--- config.mk ---
export PLATFORM = sky130hd
export DESIGN_NAME = serv_csr_irq
export DESIGN_NICKNAME = d
export VERILOG_FILES = /design/src/rtl/serv_csr_pkg.sv /design/src/rtl/serv_irq_sync.sv /design/src/rtl/serv_csr_irq.sv
export SDC_FILE = /design/constraint.sdc
export NUM_CORES = 1
export LEC_CHECK = 0
export CAP_MARGIN = 20
export CELL_PAD_IN_SITES_DETAIL_PLACEMENT = 1
export CELL_PAD_IN_SITES_GLOBAL_PLACEMENT = 1
export CORE_ASPECT_RATIO = 1.1
export CORE_MARGIN = 3
export CORE_UTILIZATION = 35
export DETAILED_ROUTE_END_ITERATION = 8
export GPL_TIMING_DRIVEN = 0
export PLACE_DENSITY_LB_ADDON = 0.12
export SYNTH_ARGS = -nofsm -noshare
export SYNTH_HDL_FRONTEND = slang
export SYNTH_SLANG_ARGS = --single-unit
--- constraint.sdc ---
create_clock -name i_clk -period 3.01 [get_ports i_clk]
set_input_delay 0.602 -clock i_clk [delete_from_list [all_inputs] [get_ports i_clk]]
set_output_delay 0.602 -clock i_clk [all_outputs]
set_load 0.005 [all_outputs]
--- src/rtl/serv_csr_pkg.sv ---
// Shared encodings for the SERV machine-mode CSR/interrupt slice.
// Bit positions are architectural CSR bit indices; IRQ_* index the packed {mei, mti, msi} vectors.
package serv_csr_pkg;

    typedef enum logic [1:0] {
        CSR_SOURCE_CSR = 2'b00,
        CSR_SOURCE_EXT = 2'b01,
        CSR_SOURCE_SET = 2'b10,
        CSR_SOURCE_CLR = 2'b11
    } csr_source_e;

    localparam int unsigned MIE_BIT    = 3;
    localparam int unsigned MPIE_BIT   = 7;
    localparam int unsigned MSI        = 3;
    localparam int unsigned MTI        = 7;
    localparam int unsigned MEI        = 11;
    localparam int unsigned MCAUSE_INT = 31;

    localparam logic [3:0] CAUSE_MSI = 4'd3;
    localparam logic [3:0] CAUSE_MTI = 4'd7;
    localparam logic [3:0] CAUSE_MEI = 4'd11;

    localparam int unsigned IRQ_MSI = 0;
    localparam int unsigned IRQ_MTI = 1;
    localparam int unsigned IRQ_MEI = 2;

endpackage

--- src/rtl/serv_irq_sync.sv ---
// Interrupt line synchroniser, pending mask, fixed-priority encoder and
// rising-edge detector producing the registered new-interrupt request.
module serv_irq_sync
    import serv_csr_pkg::*;
#(
    parameter              RESET_STRATEGY = "MINI",
    parameter int unsigned SYNC_STAGES    = 2
) (
    input  logic       i_clk,
    input  logic       i_rst,
    input  logic       i_init,
    input  logic       i_cnt_done,
    input  logic [2:0] i_lines,
    input  logic [2:0] i_mie,
    input  logic       i_gie,
    output logic [2:0] o_mip,
    output logic       o_new_irq,
    output logic [3:0] o_irq_code
);

    localparam logic RST_EN = (RESET_STRATEGY != "NONE");

    logic [2:0] pend;
    logic       pend_any_q, pend_any_d;
    logic       new_irq_q, new_irq_d;
    logic [3:0] irq_code_q, irq_code_d;

    generate
        if (SYNC_STAGES == 0) begin : g_nosync
            assign o_mip = i_lines;
        end else begin : g_sync
            logic [2:0] sync_q [SYNC_STAGES];
            logic [2:0] sync_d [SYNC_STAGES];

            always_comb begin
                sync_d[0] = i_lines;
                for (int unsigned s = 1; s < SYNC_STAGES; s++) begin
                    sync_d[s] = sync_q[s-1];
                end
            end

            always_ff @(posedge i_clk) begin
                if (RST_EN && i_rst) begin
                    for (int unsigned s = 0; s < SYNC_STAGES; s++) begin
                        sync_q[s] <= '0;
                    end
                end else begin
                    sync_q <= sync_d;
                end
            end

            assign o_mip = sync_q[SYNC_STAGES-1];
        end
    endgenerate

    assign pend = o_mip & i_mie & {3{i_gie}};

    // irq_code only matters while something is pending, so it holds otherwise
    always_comb begin
        pend_any_d = pend_any_q;
        new_irq_d  = new_irq_q;
        irq_code_d = irq_code_q;
        if (!i_init && i_cnt_done) begin
            pend_any_d = |pend;
            new_irq_d  = (|pend) & ~pend_any_q;
            if (pend[IRQ_MEI]) begin
                irq_code_d = CAUSE_MEI;
            end else if (pend[IRQ_MSI]) begin
                irq_code_d = CAUSE_MSI;
            end else if (pend[IRQ_MTI]) begin
                irq_code_d = CAUSE_MTI;
            end
        end
    end

    always_ff @(posedge i_clk) begin
        irq_code_q <= irq_code_d;
        if (RST_EN && i_rst) begin
            pend_any_q <= 1'b0;
            new_irq_q  <= 1'b0;
        end else begin
            pend_any_q <= pend_any_d;
            new_irq_q  <= new_irq_d;
        end
    end

    assign o_new_irq  = new_irq_q;
    assign o_irq_code = irq_code_q;

endmodule

--- src/rtl/serv_csr_irq.sv ---
// Bit-serial (W bits/cycle) machine-mode CSR slice: mstatus.MIE/MPIE, mie, mip, mcause,
// merged with register-file-backed CSR read data.
module serv_csr_irq
    import serv_csr_pkg::*;
#(
    parameter              RESET_STRATEGY = "MINI",
    parameter int unsigned W              = 1,
    parameter int unsigned B              = W - 1,
    parameter int unsigned SYNC_STAGES    = 2
) (
    input  logic       i_clk,
    input  logic       i_rst,
    input  logic       i_init,
    input  logic       i_en,
    input  logic [4:0] i_cnt,
    input  logic       i_cnt_done,
    input  logic       i_trap,
    input  logic       i_mret,
    input  logic       i_mstatus_en,
    input  logic       i_mie_en,
    input  logic       i_mip_en,
    input  logic       i_mcause_en,
    input  logic [1:0] i_csr_source,
    input  logic       i_csr_d_sel,
    input  logic [3:0] i_exc_code,
    input  logic       i_msip,
    input  logic       i_mtip,
    input  logic       i_meip,
    input  logic [B:0] i_rf_csr_out,
    input  logic [B:0] i_csr_imm,
    input  logic [B:0] i_rs1,
    output logic [B:0] o_csr_in,
    output logic [B:0] o_q,
    output logic       o_new_irq
);

    localparam logic RST_EN = (RESET_STRATEGY != "NONE");

    logic [2:0] mie_q, mie_d;
    logic       mstatus_mie_q, mstatus_mie_d;
    logic       mpie_q, mpie_d;
    logic [3:0] mcause_code_q, mcause_code_d;
    logic       mcause_int_q, mcause_int_d;
    logic [2:0] mip;
    logic [3:0] irq_code;
    logic [B:0] d;
    logic [B:0] csr_out;

    serv_irq_sync #(
        .RESET_STRATEGY (RESET_STRATEGY),
        .SYNC_STAGES    (SYNC_STAGES)
    ) u_irq (
        .i_clk      (i_clk),
        .i_rst      (i_rst),
        .i_init     (i_init),
        .i_cnt_done (i_cnt_done),
        .i_lines    ({i_meip, i_mtip, i_msip}),
        .i_mie      (mie_q),
        .i_gie      (mstatus_mie_q),
        .o_mip      (mip),
        .o_new_irq  (o_new_irq),
        .o_irq_code (irq_code)
    );

    always_comb begin : csr_read
        logic [4:0] idx;
        logic       st_bit, ie_bit, ip_bit, ca_bit;
        idx     = '0;
        st_bit  = 1'b0;
        ie_bit  = 1'b0;
        ip_bit  = 1'b0;
        ca_bit  = 1'b0;
        d       = i_csr_d_sel ? i_csr_imm : i_rs1;
        csr_out = '0;
        for (int unsigned k = 0; k < W; k++) begin
            idx    = i_cnt + 5'(k);
            ie_bit = 1'b0;
            ip_bit = 1'b0;
            case (idx)
                5'(MSI): begin ie_bit = mie_q[IRQ_MSI]; ip_bit = mip[IRQ_MSI]; end
                5'(MTI): begin ie_bit = mie_q[IRQ_MTI]; ip_bit = mip[IRQ_MTI]; end
                5'(MEI): begin ie_bit = mie_q[IRQ_MEI]; ip_bit = mip[IRQ_MEI]; end
                default: ;
            endcase
            st_bit = (idx == 5'(MIE_BIT))  ? mstatus_mie_q :
                     (idx == 5'(MPIE_BIT)) ? mpie_q : 1'b0;
            ca_bit = (idx < 5'd4)              ? mcause_code_q[idx[1:0]] :
                     (idx == 5'(MCAUSE_INT))   ? mcause_int_q : 1'b0;
            csr_out[k] = i_rf_csr_out[k] |
                         (i_en & ((i_mstatus_en & st_bit) | (i_mie_en & ie_bit) |
                                  (i_mip_en & ip_bit) | (i_mcause_en & ca_bit)));
        end
        o_q      = csr_out;
        o_csr_in = csr_out;
        case (csr_source_e'(i_csr_source))
            CSR_SOURCE_CSR: o_csr_in = csr_out;
            CSR_SOURCE_EXT: o_csr_in = d;
            CSR_SOURCE_SET: o_csr_in = csr_out | d;
            CSR_SOURCE_CLR: o_csr_in = csr_out & ~d;
            default: ;
        endcase
    end

    always_comb begin : csr_write
        logic [4:0] widx;
        widx          = '0;
        mie_d         = mie_q;
        mstatus_mie_d = mstatus_mie_q;
        mpie_d        = mpie_q;
        mcause_code_d = mcause_code_q;
        mcause_int_d  = mcause_int_q;
        for (int unsigned k = 0; k < W; k++) begin
            widx = i_cnt + 5'(k);
            if (i_en && i_mie_en) begin
                case (widx)
                    5'(MSI): mie_d[IRQ_MSI] = o_csr_in[k];
                    5'(MTI): mie_d[IRQ_MTI] = o_csr_in[k];
                    5'(MEI): mie_d[IRQ_MEI] = o_csr_in[k];
                    default: ;
                endcase
            end
            if (i_en && i_mstatus_en) begin
                if (widx == 5'(MIE_BIT))  mstatus_mie_d = o_csr_in[k];
                if (widx == 5'(MPIE_BIT)) mpie_d        = o_csr_in[k];
            end
            if (i_en && i_mcause_en) begin
                if (widx < 5'd4)              mcause_code_d[widx[1:0]] = o_csr_in[k];
                if (widx == 5'(MCAUSE_INT))   mcause_int_d             = o_csr_in[k];
            end
        end
        // trap is applied last so it overrides both mret and same-cycle CSR writes
        if (i_mret && i_cnt_done) begin
            mstatus_mie_d = mpie_q;
            mpie_d        = 1'b1;
        end
        if (i_trap && i_cnt_done) begin
            mpie_d        = mstatus_mie_q;
            mstatus_mie_d = 1'b0;
            mcause_int_d  = o_new_irq;
            mcause_code_d = o_new_irq ? irq_code : i_exc_code;
        end
    end

    always_ff @(posedge i_clk) begin
        mcause_code_q <= mcause_code_d;
        mcause_int_q  <= mcause_int_d;
        if (RST_EN && i_rst) begin
            mie_q         <= '0;
            mstatus_mie_q <= 1'b0;
            mpie_q        <= 1'b0;
        end else begin
            mie_q         <= mie_d;
            mstatus_mie_q <= mstatus_mie_d;
            mpie_q        <= mpie_d;
        end
    end

endmodule

==> metrics.txt, run 1 <==
status=completed; Power Total=~560 uW; mux cell area share after synthesis=6.57%; Synth Area in Compound Gates=20.5%; die area=4170 sq um; Reg2Reg Setup Slack=880 ps; height of the die=67.4 microns; Critical Path Fanout Max=8; drt first pass iters=4; post-synthesis net count=158; largest cells by area after synthesis=dfxtp_1, edfxtp_1, nand3b_1; Ys Warns=0; gr usage total=16.9%; WP data arrival=2300 ps; via count=1112; port buffer count=29; clk_lat worst skew=310 ps; # hold bufs at CTS=0; DIE WIDTH=61.8 microns; Synth Flop Type=dfxtp_1; HP Class=reg2reg; Fin Clk Skew=18.9 ps; number of H-tree levels=1; Syn Area/Cell=9.30 sq um; setup TNS=0 ps; Power per Cell Area=353 nW/um^2; VDD IR-drop max=~0.19 mV; top post-synthesis cells by count=dfxtp_1, nor2_1, nand2_1, o21ai_0; fin. max-slew vios=0; RSZ-0062 raised after global routing=no; number of global-route vias before repair=1196; worst-path cell chain=buf_4, mux2_2, a32o_1, a41o_1, a211oi_2, buf_6, nor2_1, dlygate4sd2_1; Initial DRC Count=54; largest family of logic cells by synthesized area=simple AND/OR/NAND/NOR gates; Layout Area Growth over Synthesis=32.8%; Inserted Diodes=0; Total Wirelength=3200 microns; post-synthesis adder-cell area fraction=0%; Yosys reg bits=20; first-pass GRT wire length=5200 microns; fmax=344 MHz; Core ar.=3150 sq um; slew of the pin with the lowest slew margin=around 380 ps; area leader, netlist=dfxtp_1; post-synthesis xor/xnor area fraction=0.730%; routability-driven placement congestion ratio=between 0.7 and 0.8; final hold vios=0; Synth Instances=129; Synth top area share=between 20% and 30%; min Tclk post-route=2900 ps; DRC=0; CTS root buf=clkbuf_4; Largest stage delay, worst path=350 ps; # setup viols final=0; layout cells sized above 1=16.4%; count leader, synth=dfxtp_1; Layout Nets=195; CP max-delay cell=mux2_2; Longest Clk Path Bufs=2; row count=21; Synth Area in Simple Gates=between 20% and 30%; CTS Buf Count=3; critical path class=in2out; gr ovfl total=0; clk sinks=20; FFs w/ async S/R, synth=0%; synth unique cells=45; Slew headroom=74.4%; utilization after layout=approximately half; CP Data Required Time=2410 ps; antenna-violating nets left=0; pre-CTS setup slack=-650 ps; filler instances=388; crit start category=input pin; largest net degree at the start of global routing=12; Vias/cell=5.59; Post-synth EDFFs=7; synthesized area=around 1200 sq um; WL/cell=16.1 microns; crit end category=output port; starting density of the core=38.1%; Detailed Place HPWL=2460 microns; CTS tree=done; I/O pins=32; sequential cell area fraction in the yosys report=39.2%; initial antenna violation count=0; period utilization=96.5%; fin worst setup slack=105 ps; Leakage Power=about 0.6 nW; Worst-path clk slew=100 ps; maxcap violations=0
==> flip-flops by register name (all words and copies together) (netlist names) <==
name                 count
mcause_code_q            4
mcause_int_q             1
mie_q                    3
mpie_q                   1
mstatus_mie_q            1
u_irq.g_sync.sync_d      3
u_irq.o_irq_code         2
u_irq.o_mip              3
u_irq.o_new_irq          1
u_irq.pend_any_q         1
==> worst max-delay path: cells and delay by family <==
kind            cells  cell delay, ps
simple gates        1              30
buf+inv             3             570
mux                 1             350
compound gates      3             750
==> where the power goes <==
| group | switching [mW] | leakage (nW) | internal (mW) |
|---|---|---|---|
| logic | 0.0621 | 0.421 | 0.0712 |
| clock network | 0.0842 | 0.0150 | 0.0517 |
| registers | 0.00391 | 0.172 | 0.289 |
| total | 0.150 | 0.608 | 0.412 |
==> final timing paths <==
check                                   endpoint                   start  cells after the start
worst min register to register    u_irq.o_mip[2]  u_irq.g_sync.sync_d[2]                      1
worst max register to register  mcause_code_q[3]        mcause_code_q[2]                      8
worst max-delay path                    o_csr_in                i_cnt[3]                      8
worst min-delay path              u_irq.o_mip[2]  u_irq.g_sync.sync_d[2]                      1
==> cell families after synthesis <==
family	Yosys count
AO/OA/AOI/OAI	34
buffers and inverters	11
XOR/XNOR	1
flip-flops	20
multiplexers	6
AND/OR/NAND/NOR	57
==> repair_timing <==
action / 4_1_cts / 5_1_grt
pin swaps: 1 / 3
endpoints found under the setup margin: 2 / 2
resized for setup: 11 / 13
buffers inserted: 2 / 1
==> through the flow <==
step	cell area [sq um]	hold slack [ps]	std cells
5_1_grt	1590	468	199
3_5_place_dp	1530	443	192
4_1_cts	1600	465	198
6_report	1590	458	199
2_1_floorplan	1200	414	129
3_3_place_gp	1530	422	192
==> placed cells by master, fill, tap and decap left out, drive strengths merged, types with 2 or more instances in the layout <==
cell type,netlist,final
nor2b,7,7
a21oi,3,3
nand4,4,4
a31oi,3,3
nor3b,2,2
edfxtp,7,7
mux2i,3,3
a21o,3,3
nand3b,7,7
dfxtp,13,13
nand2,8,8
nor2,12,12
o22ai,4,4
nand3,7,7
clkbuf,3,10
and3,2,2
buf,4,8
and2,2,2
o41ai,3,3
inv,4,4
clkdlybuf4s50,0,23
mux2,2,2
o21ai,8,8
or2b,2,2
==> area by class of cell <==
class / count / area (sq um) / share of cell area [%]
plain buffers: 7 / 50.0 / 3.14
well taps: 34 / 42.5 / 2.67
inverters: 4 / 15.0 / 0.942
clock buffers: 4 / 26.3 / 1.65
flip-flops and latches: 20 / 470 / 29.5
multi-input cells: 98 / 696 / 43.6
repair buffers: 32 / 294 / 18.4
==> metal layers <==
layer | global-route usage (%) | part of all wire (%) | vias up
li1 | - | - | 554
met1 | 19.4 | 42 | 521
met2 | 29.5 | 51 | 28
met3 | 3.06 | 4.4 | 9
met4 | 7.96 | 2.4 | 0
met5 | 0 | 0 | -
(Power assumes the default switching activity.)
==> run 2, diff against run 1 <==
Settings changed: CORE_UTILIZATION 35 to 32, GPL_TIMING_DRIVEN 0 to not set, SKIP_LAST_GASP set to 1.
Clock period 3.01 ns to 2.6 ns, I/O delays scaled along.
==> run 2 against run 1 <==
Against the previous run:
- sequential share of layout area fell by 2.2 points
- non-clock buffer count up 12
- clock skew down 6.6 ps
- combinational power increased by 29%
- first-iteration DRC count shrank 41%
- via count increased by 5.2%
==> metrics.txt, run 2 (same netlist as run 1, synthesis figures left out) <==
first-pass GRT wire length=5840 microns (was 5200 microns); Cells on Worst Hold Path=1 (unchanged); CTS root buf=clkbuf_4 (unchanged); WL/cell=14.9 microns (was 16.1 microns); number of global-route vias before repair=1269 (was 1196); drt first pass iters=4 (unchanged); crit end category=output port (unchanged); gr ovfl total=0 (unchanged); die area=4520 sq um (was 4170 sq um); Worst R2R Path Depth=10 (was 8); I/O pins=32 (unchanged); slew of the pin with the lowest slew margin=550 ps (was 384 ps); number of H-tree levels=1 (unchanged); Critical Path Fanout Max=2 (was 8); layout cells sized above 1=22.0% (was 16.4%); gr usage total=16.0% (was 16.9%); Leakage Power=0.679 nW (was 0.608 nW); largest net degree at the start of global routing=19 (was 12); row count=22 (was 21); fin. max-slew vios=0 (unchanged); VDD IR-drop max=0.208 mV (was 0.191 mV); setup TNS=0 ps (unchanged); Power per Cell Area=400 nW/um^2 (was 353 nW/um^2); Fin Clk Skew=12.3 ps (was 18.9 ps); clk_lat worst skew=300 ps (was 310 ps); maxcap violations=0 (unchanged); routability-driven placement congestion ratio=0.830 (was 0.740); height of the die=70.2 microns (was 67.4 microns); Longest Clk Path Bufs=2 (unchanged); most frequent cells in the layout=clkdlybuf4s50_1, buf_4, dfxtp_1 (was clkdlybuf4s50_1, dfxtp_1, nor2_1); # setup viols final=0 (unchanged); Total Wirelength=3350 microns (was 3200 microns); Layout Nets=207 (was 195); Layout Area Growth over Synthesis=43.7% (was 32.8%); min Tclk post-route=2540 ps; CTS tree=done (unchanged); via count=1170 (was 1112); final instance area=1720 sq um (was 1590 sq um); CTS Buf Count=3 (unchanged); status=completed (unchanged); Worst-path clk slew=100 ps (about the same); commonest non-fill, non-tap cell in the layout=clkdlybuf4s50_1 (unchanged); final hold vios=0 (unchanged); hold_sp=u_irq.g_sync.sync_d[0] (was u_irq.g_sync.sync_d[2]); fin worst setup slack=60.6 ps (was 105 ps); Top reg by flops=mcause_code_q (unchanged); Core ar.=3470 sq um (was 3150 sq um); Final Hold Slack=449 ps (was 458 ps); starting density of the core=34.6% (was 38.1%); DIE WIDTH=64.4 microns (was 61.8 microns); critical path class=in2out (unchanged); placed cell area=1640 sq um (was 1530 sq um); placed cell count=217 (was 192); clk sinks=20 (unchanged); crit path launch=i_cnt[3] (unchanged); antenna-violating nets left=0 (unchanged); worst reg2reg path startpoint=mcause_code_q[3] (was mcause_code_q[2]); period utilization=97.7%; crit start category=input pin (unchanged); number of flip-flops under the largest register name=4 (unchanged); WP data arrival=2020 ps (was 2300 ps); Detailed Place HPWL=2610 microns (was 2460 microns); DRC=0 (unchanged); Vias/cell=5.20 (was 5.59); pre-CTS setup slack=-548 ps (was -650 ps); fmax=394 MHz; initial antenna violation count=0 (unchanged); Layout Cells excl Fill=225 (was 199); HP Class=reg2reg (unchanged); port buffer count=31 (was 29); Inserted Diodes=0 (unchanged); CP Data Required Time=2080 ps (was 2410 ps); Initial DRC Count=32 (was 54); Slew headroom=63.2% (was 74.4%)
## run 2: cell count changes in the layout (fill, tap and decap cells not counted), moves of 2 or more
cell and delta:
buf_4 +16, clkbuf_1 -4, dlygate4sd2_1 +4, buf_2 -2, clkbuf_2 -2
## run 2: layer usage
metal	track usage (%)	up-vias	routed length, microns
met2	28.7	19	1800
met5	0	-	0
met1	18.9	570	1390
met4	4.69	0	21
met3	3.38	2	136
li1	-	579	-
## run 2: final cells by class
class | instances | area (sq um)
Inverter | 4 | 15.0
Multi-Input combinational cell | 98 | 691
Fill cell | 416 | 1740
Clock buffer | 4 | 36.3
Sequential cell | 20 | 470
Timing Repair Buffer | 51 | 452
Tap cell | 48 | 60.1
## run 2: what timing repair did
action / in CTS / in global routing
endpoints found under the setup margin: 2 / 2
hold buffers: 0 / 0
pin swaps: 4 / 2
gates resized for setup: 13 / 4
setup buffers: 3 / 1
## run 2: per-stage QoR
stage / util, % / power, mW
6_report: 49.7 / 0.689
3_5_place_dp: 47.4 / 0.508
4_1_cts: 49.4 / 0.696
2_1_floorplan: - / 0.417
5_1_grt: 49.7 / 0.730
3_3_place_gp: 47.4 / 0.503
## run 2: final timing paths
path / endpoint / slack [ps]
max: o_q / 60
min: u_irq.o_mip[0] / 450
max reg2reg: mcause_code_q[2] / 360
min reg2reg: u_irq.o_mip[0] / 450
## run 2: critical path, cell delays in order
cell           delay [ps]
dlygate4sd2_1         260
mux2_4                290
a32o_1                240
a41o_1                240
a21oi_2               140
o21bai_1               60
dlygate4sd2_1         260
## run 2: report_power, final
part           switching [mW]  internal, mW  leakage [nW]  total, mW
sequential            0.00445         0.335         0.172      0.339
clock                  0.0938        0.0853        0.0210      0.179
combinational          0.0753        0.0961         0.486      0.171
